File: src/rtl/regbus2axi4lite.sv
// regbus to AXI4-Lite master bridge.
// Turns a single-beat regbus register access into one AXI4-Lite transaction,
// one access in flight at a time, with a per-state timeout that aborts a
// transaction whose slave never answers.
//
// state   | meaning
// --------+-----------------------------------------------------------
// IDLE    | no access in flight, accepts addr_valid
// WR_REQ  | AW and W offered; each channel drops after its own handshake
// WR_RESP | both write channels done, waiting for B with m_bready=1
// RD_REQ  | AR offered, waiting for m_arready
// RD_RESP | AR done, waiting for R with m_rready=1
module regbus2axi4lite #(
    parameter int                ADDR_W         = 32,
    parameter int                DATA_W         = 32,
    parameter int                TIMEOUT_CYCLES = 1024,
    parameter logic [DATA_W-1:0] ERR_RDATA      = 'hDEADBEEF
) (
    input  logic                clk,
    input  logic                rst,
    input  logic                addr_valid,
    input  logic                reg_write,
    input  logic [ADDR_W-1:0]   reg_addr,
    input  logic [DATA_W-1:0]   reg_wdata,
    output logic [DATA_W-1:0]   reg_rdata,
    output logic                reg_ready,
    output logic                reg_err,
    output logic                reg_busy,
    output logic                drop_err,
    output logic [ADDR_W-1:0]   m_awaddr,
    output logic [2:0]          m_awprot,
    output logic                m_awvalid,
    input  logic                m_awready,
    output logic [DATA_W-1:0]   m_wdata,
    output logic [DATA_W/8-1:0] m_wstrb,
    output logic                m_wvalid,
    input  logic                m_wready,
    input  logic [1:0]          m_bresp,
    input  logic                m_bvalid,
    output logic                m_bready,
    output logic [ADDR_W-1:0]   m_araddr,
    output logic [2:0]          m_arprot,
    output logic                m_arvalid,
    input  logic                m_arready,
    input  logic [DATA_W-1:0]   m_rdata,
    input  logic [1:0]          m_rresp,
    input  logic                m_rvalid,
    output logic                m_rready
);

    // Counter only has to reach TIMEOUT_CYCLES-1; a disabled timeout keeps one bit.
    localparam int CNT_W   = (TIMEOUT_CYCLES > 1) ? $clog2(TIMEOUT_CYCLES) : 1;
    localparam int TO_LAST = (TIMEOUT_CYCLES > 0) ? TIMEOUT_CYCLES - 1 : 0;

    typedef enum logic [2:0] {
        IDLE,
        WR_REQ,
        WR_RESP,
        RD_REQ,
        RD_RESP
    } state_t;

    state_t             state, state_nxt;
    logic [CNT_W-1:0]   cnt, cnt_nxt;
    logic               timeout_hit;
    logic               abort;
    logic               awvalid_nxt, wvalid_nxt, bready_nxt, arvalid_nxt, rready_nxt;
    logic [ADDR_W-1:0]  awaddr_nxt, araddr_nxt;
    logic [DATA_W-1:0]  wdata_nxt, rdata_nxt;
    logic               ready_nxt, err_nxt;

    // Protection is always unprivileged/secure/data; every write is full width.
    assign m_awprot = 3'b000;
    assign m_arprot = 3'b000;
    assign m_wstrb  = '1;

    // Last busy cycle of the current state when the timeout is enabled.
    assign timeout_hit = (TIMEOUT_CYCLES != 0) && (cnt == CNT_W'(TO_LAST));

    // Next state and next value of every registered output.
    always_comb begin
        state_nxt   = state;
        cnt_nxt     = cnt;
        awvalid_nxt = m_awvalid;
        wvalid_nxt  = m_wvalid;
        bready_nxt  = m_bready;
        arvalid_nxt = m_arvalid;
        rready_nxt  = m_rready;
        awaddr_nxt  = m_awaddr;
        araddr_nxt  = m_araddr;
        wdata_nxt   = m_wdata;
        rdata_nxt   = reg_rdata;
        ready_nxt   = 1'b0;
        err_nxt     = 1'b0;
        abort       = 1'b0;
        case (state)
            IDLE: begin
                cnt_nxt = '0;
                if (addr_valid) begin
                    if (reg_write) begin
                        state_nxt   = WR_REQ;
                        awvalid_nxt = 1'b1;
                        wvalid_nxt  = 1'b1;
                        awaddr_nxt  = reg_addr;
                        wdata_nxt   = reg_wdata;
                    end else begin
                        state_nxt   = RD_REQ;
                        arvalid_nxt = 1'b1;
                        araddr_nxt  = reg_addr;
                    end
                end
            end
            WR_REQ: begin
                cnt_nxt = cnt + CNT_W'(1);
                if (m_awvalid && m_awready) awvalid_nxt = 1'b0;
                if (m_wvalid && m_wready)   wvalid_nxt  = 1'b0;
                if (!awvalid_nxt && !wvalid_nxt) begin
                    state_nxt  = WR_RESP;
                    bready_nxt = 1'b1;
                    cnt_nxt    = '0;
                end else if (timeout_hit) begin
                    abort = 1'b1;
                end
            end
            WR_RESP: begin
                cnt_nxt = cnt + CNT_W'(1);
                if (m_bvalid && m_bready) begin
                    state_nxt  = IDLE;
                    bready_nxt = 1'b0;
                    ready_nxt  = 1'b1;
                    err_nxt    = (m_bresp != 2'b00);
                    rdata_nxt  = '0;
                end else if (timeout_hit) begin
                    abort = 1'b1;
                end
            end
            RD_REQ: begin
                cnt_nxt = cnt + CNT_W'(1);
                if (m_arvalid && m_arready) begin
                    state_nxt   = RD_RESP;
                    arvalid_nxt = 1'b0;
                    rready_nxt  = 1'b1;
                    cnt_nxt     = '0;
                end else if (timeout_hit) begin
                    abort = 1'b1;
                end
            end
            RD_RESP: begin
                cnt_nxt = cnt + CNT_W'(1);
                if (m_rvalid && m_rready) begin
                    state_nxt  = IDLE;
                    rready_nxt = 1'b0;
                    ready_nxt  = 1'b1;
                    err_nxt    = (m_rresp != 2'b00);
                    rdata_nxt  = (m_rresp == 2'b00) ? m_rdata : ERR_RDATA;
                end else if (timeout_hit) begin
                    abort = 1'b1;
                end
            end
            default: begin
                state_nxt = IDLE;
            end
        endcase
        // Abort withdraws every handshake signal so a late response lands nowhere.
        if (abort) begin
            state_nxt   = IDLE;
            awvalid_nxt = 1'b0;
            wvalid_nxt  = 1'b0;
            bready_nxt  = 1'b0;
            arvalid_nxt = 1'b0;
            rready_nxt  = 1'b0;
            cnt_nxt     = '0;
            ready_nxt   = 1'b1;
            err_nxt     = 1'b1;
            rdata_nxt   = ERR_RDATA;
        end
    end

    // State, timer and all outputs registered together.
    always_ff @(posedge clk or posedge rst) begin
        if (rst) begin
            state     <= IDLE;
            cnt       <= '0;
            m_awvalid <= 1'b0;
            m_wvalid  <= 1'b0;
            m_bready  <= 1'b0;
            m_arvalid <= 1'b0;
            m_rready  <= 1'b0;
            m_awaddr  <= '0;
            m_araddr  <= '0;
            m_wdata   <= '0;
            reg_rdata <= '0;
            reg_ready <= 1'b0;
            reg_err   <= 1'b0;
            reg_busy  <= 1'b0;
            drop_err  <= 1'b0;
        end else begin
            state     <= state_nxt;
            cnt       <= cnt_nxt;
            m_awvalid <= awvalid_nxt;
            m_wvalid  <= wvalid_nxt;
            m_bready  <= bready_nxt;
            m_arvalid <= arvalid_nxt;
            m_rready  <= rready_nxt;
            m_awaddr  <= awaddr_nxt;
            m_araddr  <= araddr_nxt;
            m_wdata   <= wdata_nxt;
            reg_rdata <= rdata_nxt;
            reg_ready <= ready_nxt;
            reg_err   <= err_nxt;
            reg_busy  <= (state_nxt != IDLE);
            drop_err  <= addr_valid && (state != IDLE);
        end
    end

endmodule

File: config.mk
export PLATFORM = sky130hd
export DESIGN_NAME = regbus2axi4lite
export DESIGN_NICKNAME = d
export VERILOG_FILES = /design/src/rtl/regbus2axi4lite.sv
export SDC_FILE = /design/constraint.sdc
export NUM_CORES = 1
export LEC_CHECK = 0
export CAP_MARGIN = 5
export CORE_ASPECT_RATIO = 2
export CORE_MARGIN = 1.5
export CORE_UTILIZATION = 47
export DETAILED_ROUTE_END_ITERATION = 10
export PLACE_DENSITY_LB_ADDON = 0.15
export SLEW_MARGIN = 25
export SYNTH_ARGS = -nofsm -noshare
export SYNTH_HDL_FRONTEND = slang
export SYNTH_SLANG_ARGS = --single-unit
File: constraint.sdc
create_clock -name clk -period 8.2 [get_ports clk]
set_clock_uncertainty 0.2 [all_clocks]
set_input_delay 0.82 -clock clk [delete_from_list [all_inputs] [get_ports clk]]
set_output_delay 0.82 -clock clk [all_outputs]
set_load 0.01 [all_outputs]
==> results.yml, run 1 <==
global_route:
  grt_pass1_wl_um: 25500
  grt.met3_usage_pct: 7.20
  use_met1_pct: 25.2
  met2_usage_pct: 40.8
  track_usage_pct: 23.1
  grt_pass1_vias: 4956
  antenna_found_initial: 0
  grt_max_degree: 83
  grt_remaining_overflow: 0
  top_usage_layer: "met2"
finish:
  drive_gt1_share_pct: 21.0
  nFillCells: 918
  n_antenna_cell: 0
  ff_latch_area_um2: 3750
  mostFrequentLayoutCell: "clkdlybuf4s50_1"
  final_cell_mix: "clkdlybuf4s50_1 (245), dfrtp_1 (150), mux2_2 (58)"
  multi_input_area_um2: 2350
  area_growth_syn_to_layout_pct: 49.4
  final_nets: 829
synthesis:
  postSynthAreaPerCell_um2: 13.3
  yosys_warnings: 0
  ys_ff_latch: 150
  syn-cell-area_um2: 6330
  netlist_instances: 478
  ys_seq_area_share_pct: 59.3
  synth_cell_types: 46
sta:
  finalSetupViolations: 0
  fin_crit_sh_pct: 33.6
  min_period_ps: 2750
  slew_headroom_pct: 40.9
  hold_viol: 0
  setup_tns_ps: 0
  worst_pin_slew_ps: 885
  drv_slew: 0
  rsz0062_at_grt: "false"
  whs_ps: 293
  max_freq_mhz: 363
die:
  coreArea_um2: 13100
  die_w_um: 85.1
  num_rows: 59
  start_util_pct: 48.5
  io_pins: 256
  die_h_um: 167
  die-area_um2: 14200
power_and_ir_drop:
  p_leak_uw: 0.00420
  ir_drop_mv: 0.227
  power_density_nw_per_um2: 376
setup_path:
  path_buf_inv: 1
  cp.arrival_ps: 2790
  critical-path-top-delay-family: "simple AND/OR/NAND/NOR gates"
  worstPathMaxFanout: 27
  worstPathCellList: "clkdlybuf4s50_1 -> and2b_1 -> o311ai_2 -> o21ai_2 -> nand2_1 -> o211ai_1"
  worstSetupPathType: "input pin to flip-flop"
  cp_slowest_stage_delay_ps: 680
  cp-start-kind: "input pin"
  crit_path_top_delay_cell: "nand2_1"
  end_kind: "flip-flop"
  required_ps: 8240
placed_design:
  port_buffers: 245
  place_congestion: 0.863
  hpwl_um: 11500
clock_network:
  post_cts_resized: 0
  clock_latency_ps: 410
  htreeDepth: 4
  numCtsBuffers: 17
  cts_tree: "done"
  root_buffer: "clkbuf_16"
  cts_setup_buffers: 0
  ctsLongestPathBuffers: 2
  cts_hold_buf: 0
  clkTransAtPathRegs_ps: 60
  cts.sinks: 150
route:
  drtPass1Iterations: 7
  drtIter0Drc: 147
  wl_um: 16100
  wl_per_cell_um: 18.2
  ant_nets: 0
  vias_per_cell: 5.28
  vias: 4667
  drcViolationCount: 17
run:
  drv_cap: 0
hold_path:
  min_path_type: "flip-flop to flip-flop"
outcome:
  status: "complete, but fails checks"
  violations: "design-rule violations"
layout make-up:
class                           count  share of cell area [%]
Clock buffer                       20                    4.93
Clock inverter                     12                    1.75
Inverter                            5                   0.251
Multi-Input combinational cell    296                    24.9
Sequential cell                   150                    39.7
Tap cell                          152                    2.01
Timing Repair Buffer              249                    26.5
layer usage:
| layer | up-vias | wire (um) |
|---|---|---|
| met1 | 2305 | 5670 |
| met3 | 36 | 1210 |
| li1 | 2125 | - |
| met4 | 0 | 512 |
| met2 | 201 | 8660 |
| met5 | - | 0 |
where the power goes:
| part | total [uW] | switching [uW] | internal [uW] |
|---|---|---|---|
| combinational | 1480 | 578 | 899 |
| sequential | 1250 | 197 | 1050 |
| clock | 829 | 320 | 509 |
| total | 3550 | 1090 | 2460 |
synthesized netlist by cell type (all sizes together):
cell	n	area (um2)
a211oi	2	20.0
a21oi	6	33.8
a221oi	1	15.0
a22oi	10	80.1
a311oi	1	15.0
a31oi	2	12.5
a32o	1	10.0
and2	3	18.8
and2b	2	15.0
and3	1	6.26
and4	1	8.76
buf	29	226
clkbuf	6	22.5
conb	2	7.51
dfrtp	150	3750
ha	1	12.5
inv	5	18.8
mux2	96	1220
nand2	41	154
nand2b	4	25.0
nand3	28	140
nand4	2	12.5
nor2	28	125
nor2b	5	31.3
nor3	6	51.3
nor3b	1	7.51
o211ai	3	22.5
o21ai	30	158
o21bai	1	7.51
o2bb2ai	1	15.0
o311ai	1	16.3
or2	1	6.26
xnor2	5	43.8
xor2	2	17.5
worst reg2reg max path, delay by kind of cell, from the launching register on:
family / cells / cell delay (ps)
mux: 1 / 400
simple gates: 2 / 830
buf+inv: 1 / 510
flops: 1 / 560
flip-flops by register name, summed over array words and instances (netlist names):
| signal | flops |
|---|---|
| reg_busy | 1 |
| m_arvalid | 1 |
| m_wdata | 32 |
| m_awaddr | 32 |
| reg_rdata | 32 |
| reg_ready | 1 |
| m_wvalid | 1 |
| m_araddr | 32 |
| cnt | 10 |
| state | 3 |
| reg_err | 1 |
| m_rready | 1 |
| m_awvalid | 1 |
| m_bready | 1 |
| drop_err | 1 |
stage by stage:
step / cell area [um2] / util [%] / std cells / worst slack (ps) / power (uW)
after floorplan: 6360 / - / 486 / 3140 / 1950
after detailed placement: 8800 / 67.3 / 851 / 5000 / 2740
after global placement: 8800 / 67.3 / 851 / 5100 / 2690
after global routing: 9460 / 72.4 / 884 / 5270 / 3730
after CTS: 9430 / 72.2 / 883 / 5460 / 3590
final: 9460 / 72.4 / 884 / 5450 / 3550
cell families after synthesis:
group | count (synthesis) | synth area share (%)
flip-flops | 150 | 59.3
buffers and inverters | 40 | 4.23
AND/OR/NAND/NOR | 123 | 9.50
XOR/XNOR | 7 | 0.968
multiplexers | 96 | 19.3
AO/OA/AOI/OAI | 59 | 6.40
other | 2 | 0.119
adder cells (fa/ha/maj) | 1 | 0.198
path summary, 6_finish.rpt:
| kind | slack [ps] | end | cells after the start | start |
|---|---|---|---|---|
| min in group asynchronous | 670 | m_araddr[10]$_DFFE_PP0P_ | 2 | rst |
| worst min-delay path | 290 | reg_rdata[13]$_DFFE_PP0P_ | 2 | reg_rdata[13]$_DFFE_PP0P_ |
| max in group asynchronous | 6000 | m_wdata[17]$_DFFE_PP0P_ | 3 | rst |
| worst min register to register | 290 | reg_rdata[13]$_DFFE_PP0P_ | 2 | reg_rdata[13]$_DFFE_PP0P_ |
| worst max register to register | 5590 | m_wdata[10]$_DFFE_PP0P_ | 4 | state[0]$_DFF_PP0_ |
| worst max-delay path | 5450 | reg_err$_DFF_PP0_ | 6 | m_wready |
Note: power is estimated with default switching activity, not from simulation.
==> inputs of run 2 (changes only) <==
--- a/config.mk
+++ b/config.mk
@@ -8,7 +8,7 @@
 export CAP_MARGIN = 5
 export CORE_ASPECT_RATIO = 2
 export CORE_MARGIN = 1.5
-export CORE_UTILIZATION = 47
+export CORE_UTILIZATION = 39
 export DETAILED_ROUTE_END_ITERATION = 10
 export PLACE_DENSITY_LB_ADDON = 0.15
 export SLEW_MARGIN = 25
==> constraint.sdc (replaced) <==
create_clock -name clk -period 2.4 [get_ports clk]
set_clock_uncertainty 0.2 [all_clocks]
set_input_delay 0.24 -clock clk [delete_from_list [all_inputs] [get_ports clk]]
set_output_delay 0.24 -clock clk [all_outputs]
set_load 0.01 [all_outputs]
==> run 2 against run 1 <==
Effect of this change:
- the run now ends clean
- core utilization down 12 points
- final cell count up 7.2%
- routed wire length up 8.2%
- combinational power rose to 3.5 times the previous value
- clock-buffer cell count down 1
- final area up 2.0%
- global-route usage down 1.7 points
- largest cell class unchanged
- register-to-register slack worse by 5400 ps
- via count up 1.6%
- critical endpoint is now reg_rdata[29]$_DFFE_PP0P_
- non-clock buffer count up 15
- sequential share of layout area down 0.76 points
- sequential power rose to 3.4 times the previous value
==> results.yml, run 2 (synthesized netlist as in run 1, its figures left out) <==
outcome:
  status: "completed"
finish:
  area_growth_syn_to_layout_pct: 52.3
  mostFrequentLayoutCell: "clkdlybuf4s50_1"
  final_nets: 844
  final_cell_mix: "clkdlybuf4s50_1 (245), dfrtp_1 (150), mux2_2 (58)"
  drive_gt1_share_pct: 22.2
  n_antenna_cell: 0
route:
  drcViolationCount: 0
  drtIter0Drc: 121
  vias_per_cell: 5.00
  vias: 4741
  wl_um: 17400
  wl_met3_um: 1280
  wl_met2_um: 9450
  highest_layer: "met4"
  drtPass1Iterations: 4
  met1_length_um: 5950
  wl_per_cell_um: 18.3
  ant_nets: 0
setup_path:
  cp-start-kind: "flip-flop"
  worstPathMaxFanout: 11
  end_kind: "flip-flop"
  rrSetupSlack_ps: 200
  worstReg2RegStart: "state[2]$_DFF_PP0_"
  crit_path_top_delay_cell: "and2_1"
  cp.arrival_ps: 2300
  required_ps: 2500
  cp_slowest_stage_delay_ps: 480
  worstSetupPathType: "flip-flop to flip-flop"
  critical_path.reg2reg.endpoint: "reg_rdata[29]$_DFFE_PP0P_"
  r2r_cells: 6
  worstPathCellList: "and2b_1 -> a22oi_2 -> o21ai_2 -> and2_1 -> buf_4 -> nor2_1"
clock_network:
  htreeDepth: 4
  numCtsBuffers: 17
  ctsLongestPathBuffers: 2
  cts.sinks: 150
  cts_tree: "done"
  root_buffer: "clkbuf_16"
  clkTransAtPathRegs_ps: 60
  clock_latency_ps: 420
die:
  die-area_um2: 17100
  num_rows: 65
  die_w_um: 93.1
  coreArea_um2: 15900
  io_pins: 256
  start_util_pct: 39.9
  die_h_um: 183
power_and_ir_drop:
  power_density_nw_per_um2: 1260
  p_leak_uw: 0.00427
  ir_drop_mv: 0.744
global_route:
  grt_pass1_vias: 5346
  track_usage_pct: 21.4
  antenna_found_initial: 0
  grt_pass1_wl_um: 27900
  grt_remaining_overflow: 0
  grt_max_degree: 70
run:
  drv_cap: 0
placed_design:
  port_buffers: 245
  place_congestion: 0.776
  hpwl_um: 12600
sta:
  rsz0062_at_grt: "false"
  hold_viol: 0
  max_freq_mhz: 455
  finalSetupViolations: 0
  whs_ps: 224
  slew_headroom_pct: 66.3
  fin_crit_sh_pct: 91.6
  worst_pin_slew_ps: 502
  setup_tns_ps: 0
  drv_slew: 0
  min_period_ps: 2200
hold_path:
  min_path_type: "input pin to flip-flop"
  worstHoldStart: "reg_wdata[26]"
  min_path_cells: 2
  hold_end: "m_wdata[26]$_DFFE_PP0P_"
## run 2: changes by cell type in the layout (fill, tap and decap cells not counted), sizes merged
cell         delta
buf            +14
clkbuf          -1
clkinv          +3
clkinvlp        +3
dlygate4sd3     +1
inv             -5
## run 2: metal layers
layer | track usage, % | up-vias
met1 | 21.5 | 2357
met4 | 11.2 | 0
met2 | 38.2 | 191
met3 | 7.26 | 41
met5 | 0 | -
li1 | - | 2152
## run 2: metrics by stage
step / instance area, um2 / setup slack (ps) / power [uW] / utilization [%] / cells
finish: 9650 / 201 / 12100 / 60.8 / 948
global route: 9650 / 44.9 / 12800 / 60.8 / 948
CTS: 9650 / 194 / 12300 / 60.8 / 948
detailed placement: 9040 / 102 / 9500 / 57.0 / 915
global placement: 9040 / 142 / 9370 / 57.0 / 915
floorplan: 6370 / 71.0 / 6650 / - / 486
## run 2: cell type report
class	instances	area (um2)
Inverter	5	22.5
Fill cell	1296	6210
Timing Repair Buffer	264	2670
Multi-Input combinational cell	296	2350
Clock inverter	13	158
Clock buffer	19	433
Sequential cell	150	3750
Tap cell	201	251
## run 2: worst max path at each step
stage / startpoint / to / slack, ps
detailed placement: m_wready / reg_rdata[29]$_DFFE_PP0P_ / 100
global route: state[2]$_DFF_PP0_ / reg_rdata[4]$_DFFE_PP0P_ / 40
floorplan: rst / cnt[0]$_DFFE_PP0P_ / 70
CTS: state[2]$_DFF_PP0_ / reg_rdata[29]$_DFFE_PP0P_ / 190
global placement: m_wready / reg_rdata[4]$_DFFE_PP0P_ / 140
finish: state[2]$_DFF_PP0_ / reg_rdata[29]$_DFFE_PP0P_ / 200
## run 2: worst max-delay path, delay by kind of cell (launching register included)
| kind | cells | cell delay [ps] |
|---|---|---|
| buffers and inverters | 1 | 260 |
| flip-flops | 1 | 460 |
| AND/OR/NAND/NOR | 3 | 870 |
| AO/OA/AOI/OAI | 2 | 280 |
## run 2: where the power goes
group          total (uW)  internal (uW)  switching, uW  leakage (uW)
registers            4220           3590            622       0.00187
logic                5240           3160           2080       0.00212
clock network        2680           1630           1050      0.000279
## run 2: timing repair
item,CTS,global route
hold endpoints to repair,11,0
buffers inserted,0,0
gates resized for setup,0,0
hold buffers,1,0
==> inputs of run 3 (changes only) <==
--- a/config.mk
+++ b/config.mk
@@ -8,9 +8,11 @@
 export CAP_MARGIN = 5
 export CORE_ASPECT_RATIO = 2
 export CORE_MARGIN = 1.5
-export CORE_UTILIZATION = 39
+export CORE_UTILIZATION = 40
+export CTS_BUF_LIST = sky130_fd_sc_hd__clkbuf_4 sky130_fd_sc_hd__clkbuf_8
 export DETAILED_ROUTE_END_ITERATION = 10
 export PLACE_DENSITY_LB_ADDON = 0.15
+export SETUP_SLACK_MARGIN = 0.5
 export SLEW_MARGIN = 25
 export SYNTH_ARGS = -nofsm -noshare
 export SYNTH_HDL_FRONTEND = slang
==> run 3 against run 2 <==
Effect of this change:
- combinational power increased by 7.8%
- core utilization increased by 3.5 points
- first-iteration DRC count increased by 64%
- final area increased by 2.5%
- register-to-register slack improved by 290 ps
- hold slack got worse by 150 ps
- die area decreased by 2.4%
- critical path depth increased by 1
- setup slack improved by 290 ps
- clock-buffer cell count increased by 1
- final cell count increased by 1.3%
- critical path type unchanged
- largest power group unchanged
- highest routed layer unchanged
==> results.yml, run 3 (synthesized netlist as in run 1, its figures left out) <==
global_route:
  grt_remaining_overflow: 0
  grt_pass1_vias: 5204
  grt_pass1_wl_um: 26700
  antenna_found_initial: 0
  track_usage_pct: 20.8
  grt_max_degree: 75
route:
  vias_per_cell: 4.98
  vias: 4778
  wl_um: 17700
  drtPass1Iterations: 4
  drcViolationCount: 0
  wl_per_cell_um: 18.4
  drtIter0Drc: 199
  ant_nets: 0
sta:
  drv_slew: 0
  fin_crit_sh_pct: 79.5
  hold_viol: 0
  whs_ps: 72.7
  finalSetupViolations: 0
  rsz0062_at_grt: "true"
  max_freq_mhz: 524
  min_period_ps: 1910
  setup_tns_ps: 0
finish:
  area_growth_syn_to_layout_pct: 56.1
  drive_gt1_share_pct: 26.1
  final_nets: 859
  mostFrequentLayoutCell: "clkdlybuf4s50_1"
  n_antenna_cell: 0
  final_cell_mix: "clkdlybuf4s50_1 (243), dfrtp_1 (147), mux2_4 (70)"
setup_path:
  critical-path-top-delay-family: "buffers and inverters"
  worstPathCellList: "buf_6 -> nor3_4 -> nand2_2 -> nor2_4 -> buf_12 -> clkbuf_16 -> mux2_4"
  worstSetupPathType: "flip-flop to flip-flop"
  worstPathMaxFanout: 6
  end_kind: "flip-flop"
  cp-start-kind: "flip-flop"
  required_ps: 2530
  crit_path_top_delay_cell: "dfrtp_2"
  cp_slowest_stage_delay_ps: 440
  cp.arrival_ps: 2040
  path_buf_inv: 3
die:
  die-area_um2: 16600
  num_rows: 64
  die_w_um: 92.0
  io_pins: 256
  die_h_um: 181
  coreArea_um2: 15400
  start_util_pct: 41.2
clock_network:
  clock_latency_ps: 450
  numCtsBuffers: 17
  clkTransAtPathRegs_ps: 90
  ctsLongestPathBuffers: 2
  cts_tree: "done"
  htreeDepth: 4
  cts.sinks: 150
  root_buffer: "clkbuf_8"
placed_design:
  place_congestion: 0.789
  port_buffers: 245
  hpwl_um: 12500
hold_path:
  min_path_type: "input pin to async pin"
power_and_ir_drop:
  ir_drop_mv: 0.689
  power_density_nw_per_um2: 1210
  p_leak_uw: 0.00445
outcome:
  status: "completed"
run:
  drv_cap: 0
-- run 3: changes by cell type in the layout (fill, tap and decap cells not counted), sizes merged --
cell / delta
clkbuf: +5
inv: +1
dlygate4sd3: -1
buf: +12
dlymetal6s2s: +2
clkdlybuf4s50: -2
clkinvlp: -1
clkinv: -1
-- run 3: through the flow --
step	setup WS, ps	power (uW)	util (%)	cell area, um2	std cells
after floorplan	71.0	6650	-	6370	486
after global placement	137	9370	58.8	9040	910
after detailed placement	124	9500	58.8	9040	910
after CTS	478	11700	61.9	9520	946
after global routing	419	12600	64.3	9890	960
final	491	12000	64.3	9890	960
-- run 3: tightest hold or removal path: stages --
cell             delay, ps
clkdlybuf4s50_1        440
clkinvlp_4             140
buf_4                  280
-- run 3: what timing repair did --
item	4_1_cts	5_1_grt
gates resized for setup	10	52
hold buffers	0	0
pin swaps	2	5
setup endpoints to repair	112	132
endpoints found under the hold margin	0	0
buffers inserted	4	10
gates cloned	0	4
-- run 3: path summary, 6_finish.rpt --
kind	from	endpoint	slack, ps	cells after the start
max	state[2]$_DFF_PP0_	m_araddr[20]$_DFFE_PP0P_	490	7
min	rst	m_wdata[1]$_DFFE_PP0P_	70	3
max reg2reg	state[2]$_DFF_PP0_	m_araddr[20]$_DFFE_PP0P_	490	7
min reg2reg	reg_rdata[25]$_DFFE_PP0P_	reg_rdata[25]$_DFFE_PP0P_	290	2
max in group asynchronous	rst	m_awaddr[12]$_DFFE_PP0P_	1570	3
min in group clk	reg_wdata[20]	m_wdata[20]$_DFFE_PP0P_	190	2
-- run 3: final cells by class --
cell class | count | area (um2)
clock buffer | 20 | 275
clock inverter | 12 | 150
fill | 1273 | 5490
multi-input combinational | 296 | 2540
sequential | 150 | 3760
tap | 198 | 248
inverter | 5 | 22.5
timing repair buffer | 279 | 2900
-- run 3: report_power, final --
group	internal [uW]	switching [uW]	leakage (uW)
Sequential	3590	645	0.00187
Combinational	3490	2170	0.00238
Clock	1110	961	0.000211
-- run 3: routing by layer --
layer	up-vias	wire, um	GRT usage, %	share of wire, %
met4	0	590	10.3	3.3
met2	196	9870	38.5	56
li1	2174	-	-	-
met3	34	1190	6.65	6.7
met1	2374	6040	20.2	34
met5	-	0	0	0
